--- config.mk ---
export PLATFORM = sky130hd
export DESIGN_NAME = sync_req_ctrl
export DESIGN_NICKNAME = d
export VERILOG_FILES = /design/src/rtl/sync_pkg.sv /design/src/rtl/sync_cnt.sv /design/src/rtl/sync_req_ctrl.sv
export SDC_FILE = /design/constraint.sdc
export NUM_CORES = 1
export LEC_CHECK = 0
export CORE_AREA = 2 2 52 54
export CTS_CLUSTER_SIZE = 16
export DETAILED_ROUTE_END_ITERATION = 16
export DIE_AREA = 0 0 54 56
export GPL_TIMING_DRIVEN = 1
export HOLD_SLACK_MARGIN = 0.03
export SLEW_MARGIN = 20
export SYNTH_ARGS = -nofsm -noshare
export SYNTH_HDL_FRONTEND = slang
export SYNTH_SLANG_ARGS = --single-unit
--- constraint.sdc ---
create_clock -name clk -period 5.6 [get_ports clk]
set_clock_uncertainty 0.05 [all_clocks]
set_input_delay 1.12 -clock clk [delete_from_list [all_inputs] [get_ports clk]]
set_output_delay 1.12 -clock clk [all_outputs]
set_load 0.01 [all_outputs]
--- src/rtl/sync_pkg.sv ---
// sync_pkg: shared state encoding, default parameters and counter width helper for sync_req_ctrl
package sync_pkg;
  typedef enum logic [1:0] {S_IDLE, S_PULSE, S_WAIT, S_GUARD} state_e;
  localparam int SYNC_TIMEOUT_DEF = 64;
  localparam int SYNC_RETRIES_DEF = 2;
  localparam int SYNC_GUARD_DEF   = 4;
  // Bits needed to hold values 0..n-1, never less than one.
  function automatic int cnt_w(input int n);
    return (n <= 2) ? 1 : $clog2(n);
  endfunction
endpackage

--- src/rtl/sync_cnt.sv ---
// sync_cnt: loadable down-counter that stops at zero and flags it
//   clk, rst : clock, synchronous active-high reset
//   load_i   : load val_i (takes priority over dec_i)
//   dec_i    : decrement while nonzero
//   val_i    : load value
//   zero_o   : count is zero
module sync_cnt #(
  parameter int W = 4
) (
  input  logic         clk,
  input  logic         rst,
  input  logic         load_i,
  input  logic         dec_i,
  input  logic [W-1:0] val_i,
  output logic         zero_o
);
  logic [W-1:0] cnt_q;
  always_ff @(posedge clk)
    if (rst) cnt_q <= '0;
    else if (load_i) cnt_q <= val_i;
    else if (dec_i && cnt_q != '0) cnt_q <= cnt_q - 1'b1;
  assign zero_o = cnt_q == '0;
endmodule

--- src/rtl/sync_req_ctrl.sv ---
// sync_req_ctrl: initiator-side request/ready controller for a pulse synchronizer
//   clk, rst : clock, synchronous active-high reset
//   req      : request strobe, queued in pend_cnt until issued
//   ack      : ready pulse, already synchronized into this domain
//   start    : one-cycle start pulse to the synchronizer
//   busy     : controller not idle
//   done/err : request acknowledged / final retry timed out
//   overflow : request dropped because the queue was full
//   pend_cnt : queued requests not yet issued
module sync_req_ctrl
  import sync_pkg::*;
#(
  parameter int TIMEOUT = SYNC_TIMEOUT_DEF,
  parameter int RETRIES = SYNC_RETRIES_DEF,
  parameter int GUARD   = SYNC_GUARD_DEF,
  parameter int PEND_W  = 3
) (
  input  logic              clk,
  input  logic              rst,
  input  logic              req,
  input  logic              ack,
  output logic              start,
  output logic              busy,
  output logic              done,
  output logic              err,
  output logic              overflow,
  output logic [PEND_W-1:0] pend_cnt
);
  localparam int TW = cnt_w(TIMEOUT);
  localparam int GW = cnt_w(GUARD);
  localparam int RW = cnt_w(RETRIES + 1);
  state_e state_q, state_d;
  logic [PEND_W-1:0] pend_q, pend_d;
  logic [RW-1:0] rcnt_q, rcnt_d;
  logic retry_q, retry_d, done_q, done_d, err_q, err_d, ovf_q, ovf_d;
  logic consume, inc, full, t_load, g_load, t_zero, g_zero, have_req;
  // Timer and guard counters hold "cycles remaining minus one", so zero marks the last cycle.
  sync_cnt #(.W(TW)) u_timer (
    .clk(clk), .rst(rst), .load_i(t_load), .dec_i(state_q == S_WAIT),
    .val_i(TW'(TIMEOUT - 1)), .zero_o(t_zero)
  );
  sync_cnt #(.W(GW)) u_guard (
    .clk(clk), .rst(rst), .load_i(g_load), .dec_i(state_q == S_GUARD),
    .val_i(GW'(GUARD - 1)), .zero_o(g_zero)
  );
  assign have_req = pend_q != '0 || req;
  assign full     = pend_q == '1;
  assign inc      = req && !(full && !consume);
  assign pend_d   = pend_q + PEND_W'(inc) - PEND_W'(consume);
  assign ovf_d    = req && full && !consume;
  always_comb begin
    state_d = state_q;
    consume = 1'b0;
    t_load  = 1'b0;
    g_load  = 1'b0;
    retry_d = retry_q;
    rcnt_d  = rcnt_q;
    done_d  = 1'b0;
    err_d   = 1'b0;
    case (state_q)
      S_IDLE: if (have_req) begin
        state_d = S_PULSE;
        consume = 1'b1;
      end
      S_PULSE: begin
        state_d = S_WAIT;
        t_load  = 1'b1;
      end
      S_WAIT: if (ack || t_zero) begin
        // ack beats a same-cycle timeout
        state_d = S_GUARD;
        g_load  = 1'b1;
        if (ack) begin
          done_d = 1'b1;
          rcnt_d = '0;
        end else if (rcnt_q < RW'(RETRIES)) begin
          rcnt_d  = rcnt_q + RW'(1);
          retry_d = 1'b1;
        end else begin
          err_d  = 1'b1;
          rcnt_d = '0;
        end
      end
      S_GUARD: if (g_zero) begin
        // a pending retry reissues the same request, so nothing is consumed
        state_d = (retry_q || have_req) ? S_PULSE : S_IDLE;
        consume = !retry_q && have_req;
        retry_d = 1'b0;
      end
      default: state_d = S_IDLE;
    endcase
  end
  always_ff @(posedge clk)
    if (rst) begin
      state_q <= S_IDLE;
      pend_q  <= '0;
      rcnt_q  <= '0;
      retry_q <= 1'b0;
      done_q  <= 1'b0;
      err_q   <= 1'b0;
      ovf_q   <= 1'b0;
    end else begin
      state_q <= state_d;
      pend_q  <= pend_d;
      rcnt_q  <= rcnt_d;
      retry_q <= retry_d;
      done_q  <= done_d;
      err_q   <= err_d;
      ovf_q   <= ovf_d;
    end
  assign start    = state_q == S_PULSE;
  assign busy     = state_q != S_IDLE;
  assign done     = done_q;
  assign err      = err_q;
  assign overflow = ovf_q;
  assign pend_cnt = pend_q;
endmodule

==> impl_metrics.env <==
export IMPL_status="completed"
export IMPL_ys_flop_type="dfxtp_1"
export IMPL_powerDensity_mw_per_mm2=554.5
export IMPL_nNetsFinal=146
export IMPL_clk_pin_slew_ns=0.12
export IMPL_firstDrtPassIters=4
export IMPL_wl_per_cell_microns=12.67
export IMPL_synthArstFlopShare_pct=0
export IMPL_syn_nets=133
export IMPL_layout_drive_gt1_share_pct=6.870
export IMPL_routed_wl_mm=2.040
export IMPL_cp_top_family="buffers and inverters"
export IMPL_cts_root_buf="clkbuf_4"
export IMPL_tightest_slew_ns=0.7132
export IMPL_cts_tree="yes"
export IMPL_cts_setup_buffers=0
export IMPL_start_kind="flop"
export IMPL_grt_max_degree=20
export IMPL_leakage_nw=0.4410
export IMPL_crit_buf_inv=3
export IMPL_grt_pass1_wl_mm=3.491
export IMPL_synth_edff_count=0
export IMPL_total_power_mw=0.6764
export IMPL_cts_htree_levels=1
export IMPL_slowest_stage="clkdlybuf4s50_1"
export IMPL_fin_crit_sh_pct=49.95
export IMPL_slew_headroom_pct=52.31
export IMPL_pin_count=12
export IMPL_dieHeight_microns=56
export IMPL_ant_nets=0
export IMPL_nFillCells=245
export IMPL_crit_type="flop to primary output"
export IMPL_ys_seq_area_share_pct=36.06
export IMPL_clockBufferDepth=2
export IMPL_yosys_cell_types_count=37
export IMPL_yosysTopAreaCellShare_pct=36.06
export IMPL_areaGrowthSynthToFinish_pct=15.66
export IMPL_cts_resized=0
export IMPL_critPathArrivalTime_ns=1.63
export IMPL_portBuffers=11
export IMPL_drc=0
export IMPL_cts_buffers_inserted=3
export IMPL_dpl_instance_area_sq_mm=0.001190
export IMPL_drv_slew=0
export IMPL_yosys_warnings=0
export IMPL_num_rows=18
export IMPL_drt_iter0_drc=8
export IMPL_routabilityCongestion=0.7692
export IMPL_clock_fmax_mhz=357.5
export IMPL_grt_setup_unrepaired="false"
export IMPL_ys_seq_elements=19
export IMPL_critPathMaxStageDelay_ns=0.53
export IMPL_num_antenna_cells=0
export IMPL_hold_path_class="flop to flop"
export IMPL_cp_required_ns=4.43
export IMPL_crit_path_cell_trace="inv_1, ha_1, inv_1, clkdlybuf4s50_1"
export IMPL_via_per_inst=5.242
export IMPL_setup_violations=0
export IMPL_die_w_microns=54
export IMPL_hpwl_mm=1.551
export IMPL_antenna_found_initial=0
export IMPL_period_needed_ns=2.797
export IMPL_vias=844
export IMPL_die_area_sq_mm=0.003024
export IMPL_grt_overflow_total=0
export IMPL_drv_cap=0
export IMPL_core_sq_mm=0.002432
export IMPL_finalHoldViolCount=0
export IMPL_critPathCaptureType="primary output"
export IMPL_synth_area_leaders="dfxtp_1 (36%), ha_1 (11%), a21oi_1 (6.2%)"
export IMPL_worst_ir_drop_vdd_mv=0.2877
export IMPL_syn_inst=119
export IMPL_syn_area_per_cell_sq_um=8.864
export IMPL_setup_tns_final_ns=0
export IMPL_clock_latency_ns=0.31
export IMPL_worst_path_most_repeated_cell="inv_1"
export IMPL_ctsHoldBuffers=0
export IMPL_multi_input_area_sq_um=620.6
export IMPL_synth_top_area_cell="dfxtp_1"
export IMPL_first_global_vias=796
export IMPL_final_area_sq_mm=0.001220
export IMPL_grt_use_total_pct=15.84
export IMPL_numClockSinks=19
export IMPL_seq_area_sq_um=380.4
export IMPL_syn_cell_area_sq_mm=0.001055
export IMPL_floorplan_initialDensity_pct=43.36
export IMPL_critPathMaxFanout=5
-- per-stage QoR --
stage               cells  hold slack, ns  util, %  worst slack [ns]
floorplan             119          0.3970        -             3.167
global placement      157          0.4113    48.92             2.666
detailed placement    157          0.4203    48.92             2.607
CTS                   161          0.4390    50.15             2.786
global route          161          0.4581    50.15             2.676
finish                161          0.4391    50.15             2.803
-- cell usage after synthesis, drive strengths merged (2+ instances only) --
library cell	n
a21o	2
nand3	4
nand2b	2
nor3	4
nand4	2
o211ai	2
dfxtp	19
a21boi	2
nor2	6
nand2	4
xor2	3
a21oi	13
or3	4
ha	9
nor2b	5
inv	11
a31oi	2
xnor2	4
o21ai	8
clkbuf	2
-- final cells by class --
class,count,area share (%)
inverters,11,3.385
clock inverters,1,0.6154
multi-input cells,86,50.87
well taps,30,3.077
clock buffers,3,1.846
flip-flops and latches,19,31.18
repair buffers,11,9.026
-- flip-flops by register name, indices dropped and copies added (netlist names) --
signal and flops:
u_timer.cnt_q 6, pend_cnt 3, rcnt_q 2, state_q 2, u_guard.cnt_q 2, done 1, err 1, overflow 1
retry_q 1
-- report_power, final --
group / internal (mW) / total, mW / switching (mW)
logic: 0.178 / 0.377 / 0.199
clock network: 0.0273 / 0.0751 / 0.0479
registers: 0.179 / 0.224 / 0.0456
-- cells in the final DEF, fill, tap and decap left out, types with 4 or more instances in the layout --
cell type	n
nand3_1	4
clkdlybuf4s50_1	11
inv_1	11
ha_1	9
dfxtp_1	19
nor2b_1	5
o21ai_0	6
nor2_1	5
a21oi_1	13
nand2_1	4
xnor2_1	4
-- tightest hold or removal path, cell delays in order, from the launching register on --
cell	delay [ns]
dfxtp_1	0.34
nand2b_1	0.07
nor4b_1	0.04
-- routing by layer --
metal  wire length, microns  up-vias  GRT usage [%]  share of wire (%)
met4                     27        0          4.286                1.3
met3                     73        5          5.645                3.6
met1                    914      391          19.63                 45
met5                      0        -              0                  0
met2                   1025        9          25.44                 50
li1                       -      439              -                  -
-- final timing paths --
path	slack, ns	to	cells past startpoint	start
max	2.80	busy	4	state_q[0]
max reg2reg	3.23	pend_cnt[1]	8	state_q[1]
min reg2reg	0.44	err	2	rcnt_q[1]
min	0.44	err	2	rcnt_q[1]
-- cell families after synthesis --
kind of cell               count (synthesis)  synth area share [%]
AOI/OAI and AO/OA                         32                 18.86
xor gates and xnor gates                   7                 5.813
adders and majority gates                 10                 12.57
buffers and inverters                     14                 5.101
DFF                                       19                 36.06
muxes                                      1                 1.068
and+or+nand+nor                           36                 20.52
Power figures use the tool's default switching activity.
